--- config.mk ---
export PLATFORM = sky130hd
export DESIGN_NAME = led_ctrl_blink
export DESIGN_NICKNAME = d
export VERILOG_FILES = /design/src/rtl/led_ctrl_blink.sv
export SDC_FILE = /design/constraint.sdc
export NUM_CORES = 1
export LEC_CHECK = 0
export CORE_MARGIN = 5
export CORE_UTILIZATION = 55
export CTS_CLUSTER_DIAMETER = 40
export DETAILED_ROUTE_END_ITERATION = 16
export PLACE_DENSITY = 0.92
export SKIP_CTS_REPAIR_TIMING = 1
export SYNTH_ARGS = -nofsm -noshare
export SYNTH_HDL_FRONTEND = slang
export SYNTH_SLANG_ARGS = --single-unit
--- constraint.sdc ---
create_clock -name Clk -period 6.2 [get_ports Clk]
set_input_delay 1.24 -clock Clk [delete_from_list [all_inputs] [get_ports Clk]]
set_output_delay 1.24 -clock Clk [all_outputs]
set_load 0.01 [all_outputs]
--- src/rtl/led_ctrl_blink.sv ---
// led_ctrl_blink: bus-mapped LED controller with static levels and a shared
// blink cadence. Each LED is either a plain level from LED_VAL or, when its
// BLINK_MASK bit is set, gated by a common ON/OFF phase machine. The phase
// machine advances on ticks from a free-running clock prescaler.
//
// Register map (16-bit bus, Addr[1:0]):
//   0 LED_VAL     [NUM_LEDS-1:0] static level per LED
//   1 BLINK_MASK  [NUM_LEDS-1:0] 1 = LED follows the blink phase
//   2 BLINK_TIME  [7:0] ON ticks, [15:8] OFF ticks; any write restarts the cadence
//   3 STATUS      [15] phase_on, [7:0] ticks spent in the current phase
//
// Optional build macro LED_DIM_EN: Addr 3 becomes {phase_on, DUTY} with a
// writable PWM_BITS-wide DUTY. A free-running PWM counter dims all LEDs.
module led_ctrl_blink #(
  parameter int NUM_LEDS     = 6,
  parameter int PRESCALE_DIV = 50000,
  parameter int PRESCALE_W   = 16,
  parameter int PWM_BITS     = 4
) (
  input  logic                Clk,
  input  logic                Reset,
  input  logic [1:0]          Addr,
  output logic [15:0]         DataRd,
  input  logic [15:0]         DataWr,
  input  logic                En,
  input  logic                Rd,
  input  logic                Wr,
  output logic [NUM_LEDS-1:0] Led
);

  typedef enum logic {ST_ON = 1'b0, ST_OFF = 1'b1} phase_e;

  localparam logic [PRESCALE_W-1:0] PSC_LAST = PRESCALE_W'(PRESCALE_DIV - 1);

  // Register file
  logic [NUM_LEDS-1:0]   r_led_val;
  logic [NUM_LEDS-1:0]   r_blink_mask;
  logic [7:0]            r_on_t;
  logic [7:0]            r_off_t;

  // Cadence state
  logic [PRESCALE_W-1:0] r_psc;
  phase_e                r_state;
  phase_e                w_state_nxt;
  logic [7:0]            r_pcnt;
  logic [7:0]            w_pcnt_nxt;

  logic                  w_wr;
  logic                  w_time_wr;
  logic                  w_tick;
  logic                  w_phase_on;
  logic                  w_dim_on;
  logic [8:0]            w_pcnt_inc;
  logic [NUM_LEDS-1:0]   w_led_nxt;
  logic [NUM_LEDS-1:0]   r_led;

  // Reads have no side effects, so the read strobe carries no information.
  logic                  w_unused_rd;
  assign w_unused_rd = Rd;

  assign w_wr       = Wr & En;
  assign w_time_wr  = w_wr & (Addr == 2'd2);
  assign w_tick     = (r_psc == PSC_LAST);
  assign w_pcnt_inc = {1'b0, r_pcnt} + 9'd1;

  // A zero ON time means the LEDs never light; a zero OFF time (with a
  // non-zero ON time) means they never go dark. Both zero resolves to OFF.
  assign w_phase_on = (r_on_t == 8'd0)  ? 1'b0 :
                      (r_off_t == 8'd0) ? 1'b1 :
                      (r_state == ST_ON);

  // Register writes; Reset takes priority over a simultaneous write
  always_ff @(posedge Clk) begin
    if (Reset) begin
      r_led_val    <= '0;
      r_blink_mask <= '0;
      r_on_t       <= 8'd8;
      r_off_t      <= 8'd8;
    end else if (w_wr) begin
      case (Addr)
        2'd0: r_led_val    <= DataWr[NUM_LEDS-1:0];
        2'd1: r_blink_mask <= DataWr[NUM_LEDS-1:0];
        2'd2: begin
          r_on_t  <= DataWr[7:0];
          r_off_t <= DataWr[15:8];
        end
        default: ;
      endcase
    end
  end

  // Prescaler: wraps at PRESCALE_DIV-1, restarted by a BLINK_TIME write
  always_ff @(posedge Clk) begin
    if (Reset || w_time_wr) r_psc <= '0;
    else if (w_tick)        r_psc <= '0;
    else                    r_psc <= r_psc + 1'b1;
  end

  // Phase machine state register
  always_ff @(posedge Clk) begin
    if (Reset) begin
      r_state <= ST_ON;
      r_pcnt  <= 8'd0;
    end else begin
      r_state <= w_state_nxt;
      r_pcnt  <= w_pcnt_nxt;
    end
  end

  // Phase machine next state: restart, degenerate times, then tick-driven cadence
  always_comb begin
    w_state_nxt = r_state;
    w_pcnt_nxt  = r_pcnt;
    if (w_time_wr) begin
      w_state_nxt = ST_ON;
      w_pcnt_nxt  = 8'd0;
    end else if (r_on_t == 8'd0) begin
      w_state_nxt = ST_OFF;
      w_pcnt_nxt  = 8'd0;
    end else if (r_off_t == 8'd0) begin
      w_state_nxt = ST_ON;
      w_pcnt_nxt  = 8'd0;
    end else if (w_tick) begin
      case (r_state)
        ST_ON: begin
          if (w_pcnt_inc >= {1'b0, r_on_t}) begin
            w_state_nxt = ST_OFF;
            w_pcnt_nxt  = 8'd0;
          end else begin
            w_pcnt_nxt  = w_pcnt_inc[7:0];
          end
        end
        default: begin
          if (w_pcnt_inc >= {1'b0, r_off_t}) begin
            w_state_nxt = ST_ON;
            w_pcnt_nxt  = 8'd0;
          end else begin
            w_pcnt_nxt  = w_pcnt_inc[7:0];
          end
        end
      endcase
    end
  end

`ifdef LED_DIM_EN
  logic [PWM_BITS-1:0] r_duty;
  logic [PWM_BITS-1:0] r_pwm;

  // DUTY register lives at Addr 3; reset to full brightness
  always_ff @(posedge Clk) begin
    if (Reset)                      r_duty <= '1;
    else if (w_wr && Addr == 2'd3)  r_duty <= DataWr[PWM_BITS-1:0];
  end

  // Free-running PWM counter, one step per clock
  always_ff @(posedge Clk) begin
    if (Reset) r_pwm <= '0;
    else       r_pwm <= r_pwm + 1'b1;
  end

  // All-ones duty is a true constant-on rather than (2^N-1)/2^N
  assign w_dim_on = (r_duty == '1) | (r_pwm < r_duty);
`else
  logic [PWM_BITS-1:0] w_unused_pwm;
  assign w_unused_pwm = '0;
  assign w_dim_on     = 1'b1;
`endif

  assign w_led_nxt = r_led_val & (~r_blink_mask | {NUM_LEDS{w_phase_on}})
                   & {NUM_LEDS{w_dim_on}};

  // LED drive register
  always_ff @(posedge Clk) begin
    if (Reset) r_led <= '0;
    else       r_led <= w_led_nxt;
  end

  assign Led = r_led;

  // Read mux: combinational from Addr, not gated by Rd/En
  always_comb begin
    DataRd = '0;
    case (Addr)
      2'd0: DataRd[NUM_LEDS-1:0] = r_led_val;
      2'd1: DataRd[NUM_LEDS-1:0] = r_blink_mask;
      2'd2: DataRd = {r_off_t, r_on_t};
      default: begin
        DataRd[15] = w_phase_on;
`ifdef LED_DIM_EN
        DataRd[PWM_BITS-1:0] = r_duty;
`else
        DataRd[7:0] = r_pcnt;
`endif
      end
    endcase
  end

endmodule

# Word-level counts from Yosys, hierarchy flattened
# Index checks and enable logic that the tools add are counted.
[classes]
n_reduce_logical = 12
n_eq_ne = 3
add_sub_neg = 2
n_lt_le_gt_ge = 2
n_mux = 15
n_bitwise = 6
[ops]
columns = ["operator", "n"]
rows = [
  ["8-bit 2-to-1 mux", 3],
  ["9-bit by 8-bit >= comparator with 1-bit output", 2],
  ["6-bit one-hot mux with 3 select lines", 1],
  ["16-bit by 1-bit adder with 16-bit output, second input constant", 1],
  ["16-bit equality test, second input constant", 1],
  ["8-bit logical NOT", 2],
  ["8-bit by 1-bit adder with 9-bit output, second input constant", 1],
  ["1-bit 2-to-1 mux", 8],
  ["7-bit 2-to-1 mux", 1],
  ["6-bit bitwise AND", 1],
  ["6-bit NOT", 1],
  ["6-bit OR", 1],
  ["2-bit AND reduction", 3],
  ["2-bit OR reduction", 3],
  ["2-bit one-hot mux with 2 select lines", 1],
  ["4-bit OR reduction", 1],
  ["3-bit nonzero test", 1],
  ["1-bit bitwise AND", 2],
  ["2-bit by 1-bit equality test with 1-bit output, second input constant", 1],
  ["2-bit equality test, second input constant", 1],
  ["2-bit logical NOT", 1],
  ["1-bit one-hot mux with 2 select lines", 1],
  ["1-bit logical OR", 1],
  ["1-bit NOT", 1],
]
[totals]
output_inout_bits = 22
register_bits = 59

# Logic depth before layout (Yosys ltp)
# Gate-level depths: netlist of run 1.
[logic_depth]
depth_word = 7
mapped_depth = 13

# Least setup slack after synthesis of run 1
# Ideal clock, no wire load.
[synth_timing]
path_type = "input to output"
startpoint = "input Addr[1]"
endpoint = "output DataRd[5]"
path_slack_ns = 2.859
arrival_time_ns = 2.101
stages = 2
required_time_ns = 4.960
cell_sequence = "buf_1 -> mux4_2"
[synth_between]
elab_chain_len = 2
word_cells_on_any_way = 4
classes_between = "eq/ne: 2; mux: 1; reduce/logical: 1"
[synth_lines]
columns = ["element", "line_no", "source"]
rows = [
  ["start, declared", "22", "input logic [1:0] Addr,"],
  ["2-bit equality test, or another cell as far along", "183", "case (Addr)"],
  ["6-bit one-hot mux with 3 select lines *", "183", ""],
  ["end, declared", "23", "output logic [15:0] DataRd,"],
]
# Every way passes the cells marked *; elsewhere a longest branch is shown, timed or not.

# Final worst setup path of run 1
[layout_timing]
startpoint = "input Addr[0]"
endpoint = "output DataRd[12]"
[layout_between]
elab_chain_len = 2
[layout_lines]
columns = ["element", "line_no"]
rows = [
  ["2-bit equality test", "183"],
  ["7-bit 2-to-1 mux", "183"],
]
# Every way passes these cells.

==> impl_metrics.ini, run 1 <==
[status]
outcome = finished, final reports clean

[floorplanning]
die_x_um = 85.6
start_util_pct = 56.7
core_area_mm2 = 0.00554
die_h_um = 85.6
io_pins = 45
num_rows = 27
die-area_mm2 = 0.00732

[layout]
final-seq-area_mm2 = 0.00118
drive_gt1_share_pct = 7.82
syn2layout_area_growth_pct = 21.4
num_antenna_cells = 0
stdcell_count = 481
fin_nets = 445
multi_input_area_mm2 = 0.00183
fillers = 414
final_cell_area_mm2 = 0.00381

[grt]
grt_antenna_before_repair = 0
grt_use_met2_pct = 36.9
grt_use_met3_pct = 7.11
grt-ovfl-total = 0
busiest_layer = met2
grt_start_max_net_pins = 36
grt_pass1_wl_um = 12400
grt_pass1_vias = 2752
grt_use_met1_pct = 22.8
grt_use_total_pct = 21.0

[place]
numPortBuffers = 43
dp_cells = 465
place_area_mm2 = 0.00361
gp_congestion = 0.842
hpwl_um = 5200

[hold_path]
min_to = Led[0]
hold_path_depth = 1
min-delay-start = r_blink_mask[0]
worstHoldPathType = reg -> reg

[setup_path]
path_max_fanout = 13
reg2reg_slack_ns = 2.81
critical_path_required_ns = 4.96
start_kind = input port
r2r-start = r_pcnt[2]
critPathCaptureType = output port
cp_common_cell = clkdlybuf4s50_1
critPathKind = in -> out
reg2reg_to = r_pcnt[3]
max_stage_delay_ns = 0.76
cp_cell_sequence = clkdlybuf4s50_1 > nor2b_1 > and2_1 > clkdlybuf4s50_1
rr_worst_depth = 11
cp.arrival_ns = 3.26
slowest_stage = clkdlybuf4s50_1

[clock_tree]
cts_buffers = 9
clock_latency_ns = 0.34
clockBufferDepth = 2
cts_tree = done
clkTransAtPathRegs_ns = 0.07
cts_root_buffer = clkbuf_8
htreeDepth = 3
clock_sinks = 59

[timing]
setup_tns_ns = 0
finalClockSkew_ns = 0.00850
fin_crit_sh_pct = 72.6
rsz0062_at_grt = false
hold_violations = 0
slew_viol_final = 0
worst_pin_slew_ns = 0.783
max_clock_freq_mhz = 222
whs_ns = 0.451
slew_headroom_pct = 47.8
finalSetupViolCount = 0
period_minus_slack_ns = 4.50

[synthesis]
synthTopCellsByArea = dfxtp_1 38%, ha_1 7.2%, nand2_1 5.9%, mux2i_1 4.8%, a21oi_1 4.3%
async_reset_ff_share_pct = 0
avgSynthCellArea_um2 = 8.68
seq_area_frac_synth_pct = 37.6
synth_edf_count = 0
synth_largest_area_cell = dfxtp_1
synth.distinct_cells = 51
yosysWarnings = 0
syn_inst = 362
synth-seq-cells = 59
syn-num-nets = 403
synthFlopType = dfxtp_1
syn-cell-area_mm2 = 0.00314
yosysTopAreaCellShare_pct = 37.6

[route]
drc = 0
drtPass1Iterations = 4
wl_per_cell_um = 14.8
vias_per_cell = 5.74
vias = 2760
wirelength_um = 7140
ant_nets = 0
drtIter0Drc = 134

[run]
maxCapViolCount = 0

[power_and_ir_drop]
totalPowerFinal_w = 0.000812
peakVddDrop_v = 0.000194
power_density_mw_per_mm2 = 213
p_leak_nw = 1.50
## synth_stat cells (all sizes together) (5+ instances only)
cell	number
ha	18
mux4	6
nor3	5
and2	9
inv	18
dfxtp	59
buf	5
mux2i	15
xor2	8
o21ai	10
nor2	35
nand2	49
nand2b	9
nor4	5
nand4	5
xnor2	8
clkbuf	8
nand3	17
and3	6
a21oi	28
## per-layer routing
layer | vias up | part of all wire, %
li1 | 1360 | -
met1 | 1291 | 40
met2 | 92 | 52
met3 | 17 | 5.8
met5 | - | 0
met4 | 0 | 2.1
## cells in the final DEF (no fill, tap or decap), drive strengths merged, types with 6 or more instances in the layout
cell type      netlist  layout
ha                  18      18
and3                 6       6
clkdlybuf4s50        0      43
xnor2                8       8
nand3               17      17
clkbuf               8      12
a21oi               28      28
nand2               49      49
xor2                 8       8
dfxtp               59      59
nand2b               9       9
mux4                 6       6
and2                 9       9
mux2i               15      15
nor2                35      35
inv                 18      18
o21ai               10      10
## logic make-up after synthesis
logic type	count (synthesis)	synth area share [%]
mux	21	9.08
simple gates	156	25.4
flops	59	37.6
xor+xnor	16	4.46
buf+inv	31	4.02
fa+ha+maj	18	7.17
compound gates	61	12.2
## state kept, by name (all words and copies together), names as in the netlist
| name | flops |
|---|---|
| r_psc | 16 |
| r_blink_mask | 6 |
| Led | 6 |
| r_on_t | 8 |
| r_led_val | 6 |
| r_off_t | 8 |
| r_state | 1 |
| r_pcnt | 8 |
## critical path: cells and delay by family
family | cells | cell delay [ns]
buffers and inverters | 2 | 1.29
AND/OR/NAND/NOR | 2 | 0.72
## stage by stage
step	util, %	worst slack (ns)
floorplan	-	2.86
global placement	65.2	1.70
detailed placement	65.2	1.69
CTS	68.9	1.64
global route	68.9	1.55
finish	68.9	1.70
## power by group
group	leakage [nW]	internal, W	switching [W]
Clock	0.106	0.000207	0.000148
Sequential	0.477	0.000386	0.00000557
Combinational	0.915	0.0000333	0.0000327
Total	1.50	0.000626	0.000186
## layout make-up
| class | instances | area share [%] |
|---|---|---|
| Clock inverter | 4 | 1.28 |
| Sequential cell | 59 | 31.0 |
| Multi-Input combinational cell | 272 | 48.1 |
| Inverter | 18 | 1.77 |
| Timing Repair Buffer | 44 | 11.5 |
| Clock buffer | 12 | 4.07 |
| Tap cell | 72 | 2.36 |
## worst max-delay path by stage
| stage | startpoint | to |
|---|---|---|
| 2_1_floorplan | Addr[1] | DataRd[5] |
| 3_3_place_gp | Addr[0] | DataRd[3] |
| 3_5_place_dp | Addr[0] | DataRd[10] |
| 4_1_cts | Addr[0] | DataRd[10] |
| 5_1_grt | Addr[0] | DataRd[12] |
| 6_report | Addr[0] | DataRd[12] |
Note: power is estimated with default switching activity, not from simulation.
==> inputs of run 2 (changes only) <==
--- a/config.mk
+++ b/config.mk
@@ -6,10 +6,10 @@
 export NUM_CORES = 1
 export LEC_CHECK = 0
 export CORE_MARGIN = 5
-export CORE_UTILIZATION = 55
+export CORE_UTILIZATION = 54
 export CTS_CLUSTER_DIAMETER = 40
 export DETAILED_ROUTE_END_ITERATION = 16
-export PLACE_DENSITY = 0.92
+export PLACE_DENSITY = 0.91
 export SKIP_CTS_REPAIR_TIMING = 1
 export SYNTH_ARGS = -nofsm -noshare
 export SYNTH_HDL_FRONTEND = slang
==> constraint.sdc (replaced) <==
create_clock -name Clk -period 4.6 [get_ports Clk]
set_input_delay 0.92 -clock Clk [delete_from_list [all_inputs] [get_ports Clk]]
set_output_delay 0.92 -clock Clk [all_outputs]
set_load 0.01 [all_outputs]
==> impl_metrics.ini, run 2 (synthesized netlist as in run 1, its figures left out) <==
[clock_tree]
clockBufferDepth = 2
clock_latency_ns = 0.34
clkTransAtPathRegs_ns = 0.06
clock_sinks = 59
cts_root_buffer = clkbuf_8
htreeDepth = 3
cts_buffers = 9
cts_tree = done

[route]
vias = 2734
drtIter0Drc = 150
drc = 0
wirelength_um = 7160
drtPass1Iterations = 4
wl_per_cell_um = 14.8
ant_nets = 0
vias_per_cell = 5.66

[hold_path]
min-delay-start = r_blink_mask[2]
min_to = Led[2]
hold_path_depth = 1
worstHoldPathType = reg -> reg

[place]
hpwl_um = 5370
numPortBuffers = 43
gp_congestion = 0.860
dp_cells = 467
pre_cts_ws_ns = 0.672

[grt]
grt-ovfl-total = 0
grt_pass1_wl_um = 12000
grt_use_total_pct = 20.0
grt_antenna_before_repair = 0
grt_start_max_net_pins = 36
grt_pass1_vias = 2722

[floorplanning]
die_h_um = 86.3
core_area_mm2 = 0.00557
num_rows = 27
die_x_um = 86.3
start_util_pct = 56.4
io_pins = 45
die-area_mm2 = 0.00744

[setup_path]
critPathCaptureType = output port
cp.arrival_ns = 2.96
critPathKind = in -> out
critical_path_required_ns = 3.68
r2r-start = r_pcnt[0]
reg2reg_slack_ns = 1.37
crit_path_start = Addr[0]
start_kind = input port
reg2reg_to = r_pcnt[3]
rr_worst_depth = 11
path_max_fanout = 13

[timing]
max_clock_freq_mhz = 258
period_minus_slack_ns = 3.88
slew_headroom_pct = 54.1
rsz0062_at_grt = false
whs_ns = 0.450
setup_tns_ns = 0
setup_slack_ns = 0.718
slew_viol_final = 0
hold_violations = 0
finalClockSkew_ns = 0.00951
finalSetupViolCount = 0
fin_crit_sh_pct = 84.4
worst_pin_slew_ns = 0.687

[layout]
num_antenna_cells = 0
final_common_cell = dfxtp_1
final_cell_mix = 59 x dfxtp_1, 49 x nand2_1, 43 x clkdlybuf4s50_1
fillers = 452
regMostFlops = r_psc
syn2layout_area_growth_pct = 21.6
drive_gt1_share_pct = 8.27
fin_nets = 447
largest_register_ffs = 16
stdcell_count = 483

[run]
maxCapViolCount = 0

[power_and_ir_drop]
totalPowerFinal_w = 0.00108
power_density_mw_per_mm2 = 282
peakVddDrop_v = 0.000247
p_leak_nw = 1.50

[status]
outcome = finished, final reports clean
## run 2: stage by stage
stage / utilization (%) / area, um^2
after floorplan: - / 3140
after global placement: 65.1 / 3630
after detailed placement: 65.1 / 3630
after CTS: 68.5 / 3820
after global routing: 68.5 / 3820
final: 68.5 / 3820
## run 2: per-layer routing
layer | vias to the layer above | GRT usage [%] | share of wire (%)
met4 | 0 | 10.5 | 2.1
met3 | 17 | 4.94 | 5.6
met1 | 1292 | 22.1 | 40
li1 | 1354 | - | -
met5 | - | 0 | 0
met2 | 71 | 35.1 | 52
## run 2: how the worst max path moves through the flow
stage,end,cells after the start
6_report,DataRd[13],4
5_1_grt,DataRd[13],4
4_1_cts,DataRd[13],4
3_5_place_dp,DataRd[13],4
3_3_place_gp,DataRd[3],3
2_1_floorplan,r_pcnt[3],13
## run 2: where the power goes
group | switching, W | internal (W) | total, W
registers | 0.00000767 | 0.000520 | 0.000527
clock network | 0.000200 | 0.000262 | 0.000462
logic | 0.0000441 | 0.0000457 | 0.0000898
## run 2: worst max-delay path: stages
cell and delay [ns]:
clkdlybuf4s50_1 0.76, nor2b_1 0.52, and2_1 0.21, clkdlybuf4s50_1 0.55
## run 2: layout make-up
type	count	area, um^2	area share (%)
Clock buffer	11	141	3.70
Clock inverter	5	52.6	1.38
Inverter	18	67.6	1.77
Multi-Input combinational cell	272	1830	48.0
Sequential cell	59	1180	30.9
Tap cell	72	90.1	2.36
Timing Repair Buffer	46	453	11.9
